--- src/rtl/mmio_bridge_pkg.sv ---
// ---------------------------------------------------------------------------
// mmio_bridge_pkg
// Shared definitions for the CPU-to-MMIO bridge: FSM state type, default
// slot map (4 slots, 32-bit base/limit each, slot i at bits [32i+:32]),
// default timeout and the width of the timeout counter.
// ---------------------------------------------------------------------------
package mmio_bridge_pkg;

    typedef enum logic [1:0] {
        IDLE   = 2'd0,
        ACCESS = 2'd1,
        RESP   = 2'd2
    } state_t;

    localparam int DEF_NSLOT   = 4;
    localparam int DEF_DW      = 32;
    localparam int DEF_TMO_CYC = 15;
    localparam int TMO_W       = 4;

    localparam logic [DEF_NSLOT*32-1:0] DEF_SLOT_BASE  =
        {32'h0000_7f20, 32'h0000_7f10, 32'h0000_7f00, 32'h0000_0000};
    localparam logic [DEF_NSLOT*32-1:0] DEF_SLOT_LIMIT =
        {32'h0000_7f23, 32'h0000_7f1b, 32'h0000_7f0b, 32'h0000_2fff};

endpackage

--- src/rtl/mmio_bus_bridge_if.sv ---
// ---------------------------------------------------------------------------
// mmio_bus_bridge_if
// Bundles the CPU request/response port, the device-side bus and the fault
// log signals of the bridge.
//   modport slave  : the bridge's view (CPU requests in, device bus out)
//   modport master : the environment's view (CPU + peripherals)
// Parameters: NSLOT device slots, DW data width.
// ---------------------------------------------------------------------------
interface mmio_bus_bridge_if #(
    parameter int NSLOT = 4,
    parameter int DW    = 32
);
    // CPU side
    logic              cpu_req;
    logic [31:0]       cpu_addr;
    logic [3:0]        cpu_byteen;
    logic [DW-1:0]     cpu_wdata;
    logic [31:0]       cpu_pc;
    logic              cpu_ready;
    logic [DW-1:0]     cpu_rdata;
    logic              cpu_err;
    // Device side
    logic [NSLOT-1:0]  dev_sel;
    logic [31:0]       dev_addr;
    logic [DW-1:0]     dev_wdata;
    logic [3:0]        dev_byteen;
    logic              dev_we;
    logic [31:0]       dev_pc;
    logic [NSLOT*DW-1:0] dev_rdata;
    logic [NSLOT-1:0]  dev_ack;
    // Fault log
    logic              fault_valid;
    logic [31:0]       fault_addr;
    logic [31:0]       fault_pc;
    logic              fault_clr;

    modport slave (
        input  cpu_req, cpu_addr, cpu_byteen, cpu_wdata, cpu_pc,
        output cpu_ready, cpu_rdata, cpu_err,
        output dev_sel, dev_addr, dev_wdata, dev_byteen, dev_we, dev_pc,
        input  dev_rdata, dev_ack,
        output fault_valid, fault_addr, fault_pc,
        input  fault_clr
    );

    modport master (
        output cpu_req, cpu_addr, cpu_byteen, cpu_wdata, cpu_pc,
        input  cpu_ready, cpu_rdata, cpu_err,
        input  dev_sel, dev_addr, dev_wdata, dev_byteen, dev_we, dev_pc,
        output dev_rdata, dev_ack,
        input  fault_valid, fault_addr, fault_pc,
        output fault_clr
    );
endinterface

--- src/rtl/mmio_addr_decoder.sv ---
// ---------------------------------------------------------------------------
// mmio_addr_decoder
// Combinational address decoder. Slot i hits when
// base_i <= addr <= limit_i; the lowest hitting slot wins on overlap.
// Ports:
//   i_addr  in  32     byte address
//   o_sel   out NSLOT  one-hot select (all zero on a miss)
//   o_hit   out 1      any slot hit
// ---------------------------------------------------------------------------
module mmio_addr_decoder #(
    parameter int                     NSLOT      = 4,
    parameter logic [NSLOT*32-1:0]    SLOT_BASE  = '0,
    parameter logic [NSLOT*32-1:0]    SLOT_LIMIT = '0
) (
    input  logic [31:0]      i_addr,
    output logic [NSLOT-1:0] o_sel,
    output logic             o_hit
);
    logic [NSLOT-1:0] w_hit;

    generate
        for (genvar gi = 0; gi < NSLOT; gi++) begin : g_slot
            assign w_hit[gi] = (i_addr >= SLOT_BASE[32*gi +: 32]) &&
                               (i_addr <= SLOT_LIMIT[32*gi +: 32]);
        end
    endgenerate

    // Keep only the lowest set bit of the hit vector.
    always_comb begin
        logic w_found;
        w_found = 1'b0;
        o_sel   = '0;
        for (int i = 0; i < NSLOT; i++) begin
            if (w_hit[i] && !w_found) begin
                o_sel[i] = 1'b1;
                w_found  = 1'b1;
            end
        end
    end

    assign o_hit = |w_hit;
endmodule

--- src/rtl/mmio_bus_bridge.sv ---
// ---------------------------------------------------------------------------
// mmio_bus_bridge
// CPU-to-MMIO bridge between the M-stage memory port and NSLOT peripherals.
// A request is decoded against the slot map; on a hit the latched request is
// presented to the selected slot until it acks or the timeout expires, on a
// miss an error response is returned directly. The response is a one-cycle
// cpu_ready pulse carrying cpu_rdata / cpu_err.
// Ports:
//   clk    in  system clock, rising edge
//   reset  in  asynchronous, active-high
//   bus    mmio_bus_bridge_if.slave (CPU port, device bus, fault log)
// Optional feature: define BRIDGE_FAULT_LOG_EN to keep a sticky record of the
// first error response (address and PC); otherwise fault_* outputs are 0
// and fault_clr is ignored.
// ---------------------------------------------------------------------------
module mmio_bus_bridge
    import mmio_bridge_pkg::*;
#(
    parameter int                  NSLOT      = DEF_NSLOT,
    parameter int                  DW         = DEF_DW,
    parameter int                  TMO_CYC    = DEF_TMO_CYC,
    parameter logic [NSLOT*32-1:0] SLOT_BASE  = DEF_SLOT_BASE,
    parameter logic [NSLOT*32-1:0] SLOT_LIMIT = DEF_SLOT_LIMIT
) (
    input  logic               clk,
    input  logic               reset,
    mmio_bus_bridge_if.slave   bus
);
    // The counter starts at 0 in the first ACCESS cycle, so the cycle in
    // which it reads TMO_CYC-1 is the TMO_CYC-th ACCESS cycle without ack.
    localparam logic [TMO_W-1:0] TMO_LAST = TMO_W'(TMO_CYC - 1);

    state_t              r_state, w_state_next;
    logic [NSLOT-1:0]    r_sel;
    logic [31:0]         r_addr, r_pc;
    logic [DW-1:0]       r_wdata, r_rdata;
    logic [3:0]          r_byteen;
    logic                r_err;
    logic [TMO_W-1:0]    r_tmo;

    logic [NSLOT-1:0]    w_dec_sel;
    logic                w_dec_hit;
    logic                w_ack;
    logic                w_tmo_hit;
    logic                w_in_access;
    logic                w_in_resp;
    logic [DW-1:0]       w_sel_rdata;

    mmio_addr_decoder #(
        .NSLOT      (NSLOT),
        .SLOT_BASE  (SLOT_BASE),
        .SLOT_LIMIT (SLOT_LIMIT)
    ) u_dec (
        .i_addr (bus.cpu_addr),
        .o_sel  (w_dec_sel),
        .o_hit  (w_dec_hit)
    );

    assign w_in_access = (r_state == ACCESS);
    assign w_in_resp   = (r_state == RESP);
    // Only the selected slot's ack counts; strays from other slots are masked.
    assign w_ack       = |(bus.dev_ack & r_sel);
    assign w_tmo_hit   = (r_tmo == TMO_LAST);

    always_comb begin
        w_sel_rdata = '0;
        for (int i = 0; i < NSLOT; i++) begin
            if (r_sel[i]) begin
                w_sel_rdata = w_sel_rdata | bus.dev_rdata[DW*i +: DW];
            end
        end
    end

    // FSM state register
    always_ff @(posedge clk or posedge reset) begin
        if (reset) begin
            r_state <= IDLE;
        end else begin
            r_state <= w_state_next;
        end
    end

    // FSM next state
    always_comb begin
        w_state_next = r_state;
        unique case (r_state)
            IDLE:    if (bus.cpu_req) w_state_next = w_dec_hit ? ACCESS : RESP;
            ACCESS:  if (w_ack || w_tmo_hit) w_state_next = RESP;
            RESP:    w_state_next = IDLE;
            default: w_state_next = IDLE;
        endcase
    end

    // Request latches, response registers and timeout counter
    always_ff @(posedge clk or posedge reset) begin
        if (reset) begin
            r_sel    <= '0;
            r_addr   <= '0;
            r_pc     <= '0;
            r_wdata  <= '0;
            r_byteen <= '0;
            r_rdata  <= '0;
            r_err    <= 1'b0;
            r_tmo    <= '0;
        end else begin
            unique case (r_state)
                IDLE: begin
                    if (bus.cpu_req) begin
                        r_addr   <= bus.cpu_addr;
                        r_pc     <= bus.cpu_pc;
                        r_wdata  <= bus.cpu_wdata;
                        r_byteen <= bus.cpu_byteen;
                        r_sel    <= w_dec_sel;
                        r_rdata  <= '0;
                        r_err    <= ~w_dec_hit;
                        r_tmo    <= '0;
                    end
                end
                ACCESS: begin
                    // Ack is tested first so it wins over a coincident timeout.
                    if (w_ack) begin
                        r_rdata <= (|r_byteen) ? '0 : w_sel_rdata;
                        r_err   <= 1'b0;
                    end else if (w_tmo_hit) begin
                        r_rdata <= '0;
                        r_err   <= 1'b1;
                    end else begin
                        r_tmo   <= r_tmo + 1'b1;
                    end
                end
                RESP: begin
                    r_sel <= '0;
                    r_tmo <= '0;
                end
                default: ;
            endcase
        end
    end

    // Device bus is only driven while a slot is being accessed.
    assign bus.dev_sel    = w_in_access ? r_sel    : '0;
    assign bus.dev_addr   = w_in_access ? r_addr   : '0;
    assign bus.dev_wdata  = w_in_access ? r_wdata  : '0;
    assign bus.dev_pc     = w_in_access ? r_pc     : '0;
    assign bus.dev_byteen = (|bus.dev_sel) ? r_byteen : 4'h0;
    assign bus.dev_we     = |bus.dev_byteen;

    assign bus.cpu_ready  = w_in_resp;
    assign bus.cpu_rdata  = w_in_resp ? r_rdata : '0;
    assign bus.cpu_err    = w_in_resp & r_err;

`ifdef BRIDGE_FAULT_LOG_EN
    logic        r_fault_valid;
    logic [31:0] r_fault_addr, r_fault_pc;

    always_ff @(posedge clk or posedge reset) begin
        if (reset) begin
            r_fault_valid <= 1'b0;
            r_fault_addr  <= '0;
            r_fault_pc    <= '0;
        end else if (w_in_resp && r_err) begin
            // Set wins over a simultaneous clear; only the first fault is kept.
            r_fault_valid <= 1'b1;
            if (!r_fault_valid) begin
                r_fault_addr <= r_addr;
                r_fault_pc   <= r_pc;
            end
        end else if (bus.fault_clr) begin
            r_fault_valid <= 1'b0;
        end
    end

    assign bus.fault_valid = r_fault_valid;
    assign bus.fault_addr  = r_fault_addr;
    assign bus.fault_pc    = r_fault_pc;
`else
    logic w_unused_fault_clr;
    assign w_unused_fault_clr = bus.fault_clr;

    assign bus.fault_valid = 1'b0;
    assign bus.fault_addr  = '0;
    assign bus.fault_pc    = '0;
`endif

endmodule

--- src/flat_wrapper.sv ---
// flat-port wrapper written by rule: the top's interface ports become plain ports
module mmio_bus_bridge_flat import mmio_bridge_pkg::*;
#(
    parameter int                  NSLOT      = DEF_NSLOT,
    parameter int                  DW         = DEF_DW,
    parameter int                  TMO_CYC    = DEF_TMO_CYC,
    parameter logic [NSLOT*32-1:0] SLOT_BASE  = DEF_SLOT_BASE,
    parameter logic [NSLOT*32-1:0] SLOT_LIMIT = DEF_SLOT_LIMIT
)
  (clk, reset, bus_cpu_req, bus_cpu_addr, bus_cpu_byteen, bus_cpu_wdata, bus_cpu_pc, bus_cpu_ready, bus_cpu_rdata, bus_cpu_err, bus_dev_sel, bus_dev_addr, bus_dev_wdata, bus_dev_byteen, bus_dev_we, bus_dev_pc, bus_dev_rdata, bus_dev_ack, bus_fault_valid, bus_fault_addr, bus_fault_pc, bus_fault_clr);
  mmio_bus_bridge_if #(.NSLOT(NSLOT), .DW(DW)) bus_i ();
  input  logic clk;
  input  logic reset;
  input wire logic [$bits(bus_i.cpu_req)-1:0] bus_cpu_req;
  input wire logic [$bits(bus_i.cpu_addr)-1:0] bus_cpu_addr;
  input wire logic [$bits(bus_i.cpu_byteen)-1:0] bus_cpu_byteen;
  input wire logic [$bits(bus_i.cpu_wdata)-1:0] bus_cpu_wdata;
  input wire logic [$bits(bus_i.cpu_pc)-1:0] bus_cpu_pc;
  output wire logic [$bits(bus_i.cpu_ready)-1:0] bus_cpu_ready;
  output wire logic [$bits(bus_i.cpu_rdata)-1:0] bus_cpu_rdata;
  output wire logic [$bits(bus_i.cpu_err)-1:0] bus_cpu_err;
  output wire logic [$bits(bus_i.dev_sel)-1:0] bus_dev_sel;
  output wire logic [$bits(bus_i.dev_addr)-1:0] bus_dev_addr;
  output wire logic [$bits(bus_i.dev_wdata)-1:0] bus_dev_wdata;
  output wire logic [$bits(bus_i.dev_byteen)-1:0] bus_dev_byteen;
  output wire logic [$bits(bus_i.dev_we)-1:0] bus_dev_we;
  output wire logic [$bits(bus_i.dev_pc)-1:0] bus_dev_pc;
  input wire logic [$bits(bus_i.dev_rdata)-1:0] bus_dev_rdata;
  input wire logic [$bits(bus_i.dev_ack)-1:0] bus_dev_ack;
  output wire logic [$bits(bus_i.fault_valid)-1:0] bus_fault_valid;
  output wire logic [$bits(bus_i.fault_addr)-1:0] bus_fault_addr;
  output wire logic [$bits(bus_i.fault_pc)-1:0] bus_fault_pc;
  input wire logic [$bits(bus_i.fault_clr)-1:0] bus_fault_clr;
  assign bus_i.cpu_req = bus_cpu_req;
  assign bus_i.cpu_addr = bus_cpu_addr;
  assign bus_i.cpu_byteen = bus_cpu_byteen;
  assign bus_i.cpu_wdata = bus_cpu_wdata;
  assign bus_i.cpu_pc = bus_cpu_pc;
  assign bus_cpu_ready = bus_i.cpu_ready;
  assign bus_cpu_rdata = bus_i.cpu_rdata;
  assign bus_cpu_err = bus_i.cpu_err;
  assign bus_dev_sel = bus_i.dev_sel;
  assign bus_dev_addr = bus_i.dev_addr;
  assign bus_dev_wdata = bus_i.dev_wdata;
  assign bus_dev_byteen = bus_i.dev_byteen;
  assign bus_dev_we = bus_i.dev_we;
  assign bus_dev_pc = bus_i.dev_pc;
  assign bus_i.dev_rdata = bus_dev_rdata;
  assign bus_i.dev_ack = bus_dev_ack;
  assign bus_fault_valid = bus_i.fault_valid;
  assign bus_fault_addr = bus_i.fault_addr;
  assign bus_fault_pc = bus_i.fault_pc;
  assign bus_i.fault_clr = bus_fault_clr;
  mmio_bus_bridge #(.NSLOT(NSLOT), .DW(DW), .TMO_CYC(TMO_CYC), .SLOT_BASE(SLOT_BASE), .SLOT_LIMIT(SLOT_LIMIT)) u_core (.clk(clk), .reset(reset), .bus(bus_i));
endmodule
--- config.mk ---
export PLATFORM = sky130hd
export DESIGN_NAME = mmio_bus_bridge_flat
export DESIGN_NICKNAME = d
export VERILOG_FILES = /design/src/rtl/mmio_bridge_pkg.sv /design/src/rtl/mmio_bus_bridge_if.sv /design/src/rtl/mmio_addr_decoder.sv /design/src/rtl/mmio_bus_bridge.sv /design/src/flat_wrapper.sv
export SDC_FILE = /design/constraint.sdc
export NUM_CORES = 1
export LEC_CHECK = 0
export ABC_AREA = 1
export CORE_AREA = 2 2 171 173
export CTS_CLUSTER_SIZE = 20
export DETAILED_ROUTE_END_ITERATION = 10
export DIE_AREA = 0 0 173 175
export DONT_BUFFER_PORTS = 1
export GPL_TIMING_DRIVEN = 0
export PLACE_DENSITY = 0.42
export SLEW_MARGIN = 40
export SYNTH_ARGS = -nofsm -noshare
export SYNTH_HDL_FRONTEND = slang
export SYNTH_HIERARCHICAL = 1
export SYNTH_SLANG_ARGS = --single-unit
--- constraint.sdc ---
create_clock -name clk -period 5 [get_ports clk]
set_input_delay 0.75 -clock clk [delete_from_list [all_inputs] [get_ports clk]]
set_output_delay 0.75 -clock clk [all_outputs]
set_load 0.005 [all_outputs]
==> metrics <==
CP max FO 6; fmax 354 MHz; gr ovfl total 0; XOR/XNOR Fraction of Synth Area 0.213%; cts bufs inserted 17; Avg Inst Size Synth 7.27 µm²; core area 28400 µm²; # IOs 440; flops & latches, synth 143; post-synthesis sequential area ratio 43.6%; Detail Placement HPWL 20700 µm; setup_tns 0 ns; Netlist cell types 29; GR Util All Layers 17.4%; simple-gate share of the synthesized area 30.8%; final setup violation count 0; hold_ws 0.0838 ns; synth warn 6; H-tree depth 4; internal power 0.00206 W; clock sinks 143; filler cell count 3189; largest family of logic cells by synthesized area simple AND/OR/NAND/NOR gates; die area 30300 µm²; Pleak 4.97 nW; CTS clk-pin slew, worst paths 0.07 ns; WS Path Type flop to primary output; clock share of power 43.7%; max cap viols 0; FF-to-FF path depth 6; Die H 175 µm; largest net degree at the start of global routing 70; Die X 173 µm; vias in the first global route 6930; dpl cells 1579; RSZ-0062 raised after global routing no; Startpoint Class flop; Setup Fix Bufs, Post-CTS 0; Initial Util 28.9%; Final Non-Filler Cells 1611; Seq pwr share 45.1%; CTS tree built; worst-margin pin slew 0.505 ns; Gate power share 11.2%; Reg-to-Reg End u_core/r_pc[1]; dpl ws 2.61 ns; Vias/cell 4.33; P per Cell Area 299 nW/µm²; First DRT Iteration DRCs 315; DRC 0; P_sw 0.000802 W; most frequent cells in the layout nor2_1, nand2_1, inv_1; Detail Route Antenna Nets 0; Longest Clk Path Bufs 2; Mapped Cells 1129; Yosys top cell by area dfrtp_1; fin crit period 2.83 ns; gpl congestion 0.754; Max Slew Vio Count 0; crit share post-route 56.5%; Rel. slew slack 66.3%; Adder-Cell Fraction of Synth Area 0.305%; Hold Fails Final Rpt 0; share of the synthesized area in the top cell type 43.6%; nets 1452; vias 6973; ANT cells 0; global-route wire length before repair 41000 µm; crit path launch u_core/r_state[1]; Port Buf Inserts 0; commonest non-fill, non-tap cell in the layout nor2_1; Area growth syn-to-layout 16.5%; Mapped Area 8210 µm²; reg2reg start u_core/r_state[0]; FP Rows 62; antenna violations before repair 0; post-DR wirelength/cell 16.5 µm; Area contributors post-synth dfrtp_1, nor2_1, nand2_1; switching part of the total power 28.0%; design area 9560 µm²; post_cts resized 0; status completed; layout cell share with drive strength beyond 1 15.6%; drt total wl 26500 µm; clk_lat worst skew 0.42 ns; Hold WC Path Type primary input to asynchronous set/reset pin; Critical Path Sink Type primary output; Worst Skew 0.0118 ns; DRT Pass-1 Iters 4; setup ws final 2.17 ns; mux cell area share after synthesis 0%; Crit path required time 4.25 ns; CTS root buf clkbuf_16; compound-gate portion of the synthesized area 6.97%; hold buffers post-CTS 0; Critical Path AT 2.08 ns; R2R setup slack 3.43 ns; total cell area at the placement stage 8990 µm²; Worst VDD drop 0.150 mV
[synth_stat cells]
master    instances
dfrtp_1         143
nand2_8           1
nor2_1          255
xor2_1            1
a21oi_1         101
ha_1              2
inv_2             2
nand2_2          25
nor2_4            8
inv_4             1
nor2_2            2
o21bai_2          1
buf_12            1
buf_8             2
o21ai_0           8
buf_4            76
nand2_4           2
nand3_4           1
inv_1           153
buf_6             9
buf_2            25
clkbuf_1         13
nand2_1         208
o21a_1            1
conb_1            1
nand3_1          48
a21boi_0          1
nand4_1          37
xnor2_1           1
[area by class of cell]
class / instances / area [µm²] / share of cell area, %
Buffer: 126 / 896 / 9.37
Multi-Input combinational cell: 768 / 3390 / 35.4
Clock buffer: 19 / 453 / 4.74
Inverter: 156 / 596 / 6.23
Sequential cell: 143 / 3580 / 37.4
Tap cell: 384 / 480 / 5.02
Timing Repair Buffer: 2 / 55.1 / 0.576
Clock inverter: 13 / 116 / 1.22
[metal layers]
| metal | up-vias | GRT usage (%) | part of all wire (%) |
|---|---|---|---|
| met5 | - | 0 | 0 |
| met4 | 0 | 3.32 | 0.73 |
| met3 | 11 | 6.35 | 9.1 |
| met2 | 275 | 30.3 | 50 |
| met1 | 3199 | 20.6 | 40 |
| li1 | 3488 | - | - |
[stage by stage]
| step | util (%) | power, W |
|---|---|---|
| floorplan | - | 0.00156 |
| global placement | 31.5 | 0.00163 |
| detailed placement | 31.7 | 0.00164 |
| finish | 33.7 | 0.00286 |
| CTS | 33.7 | 0.00292 |
| global route | 33.7 | 0.00302 |
[state kept, by name, indices dropped and copies added (netlist names)]
signal and count:
u_core/r_rdata 32, u_core/r_err 1, u_core/r_tmo 4, u_core/r_byteen 4, u_core/r_addr 32, u_core/r_sel 4
u_core/r_state 2, u_core/r_pc 32, u_core/r_wdata 32
[power groups by stage]
stage	Sequential (W)	Combinational, W	Clock [W]
5_1_grt	0.00130	0.000374	0.00135
3_5_place_dp	0.00131	0.000327	0
4_1_cts	0.00129	0.000327	0.00130
2_1_floorplan	0.00131	0.000255	0
3_3_place_gp	0.00131	0.000317	0
6_report	0.00129	0.000322	0.00125
[logic make-up (layout without fill, tap and decap cells)]
| group | Yosys count | in the layout |
|---|---|---|
| AND/OR/NAND/NOR | 587 | 587 |
| other | 1 | 65 |
| flip-flops | 143 | 143 |
| adder cells (fa/ha/maj) | 2 | 2 |
| XOR/XNOR | 2 | 2 |
| buffers and inverters | 282 | 316 |
| AO/OA/AOI/OAI | 112 | 112 |
[worst max-delay path, stage by stage (launching register included)]
cell     delay [ns]
dfrtp_1        0.42
inv_1          0.14
nand2_4        0.11
nor2_1         0.37
nor2_1         0.09
nand2_1        0.23
inv_2          0.09
nor2_1         0.21
[worst max path at each step]
stage / endpoint / slack [ns] / cells past startpoint
after CTS: bus_dev_we / 2.15 / 7
after global routing: bus_dev_byteen[2] / 2.01 / 7
final: bus_dev_byteen[3] / 2.17 / 7
after detailed placement: bus_dev_we / 2.61 / 7
after global placement: u_core/r_wdata[5] / -1.85 / 1
after floorplan: u_core/r_addr[0] / 0.41 / 1
Power figures use the tool's default switching activity.
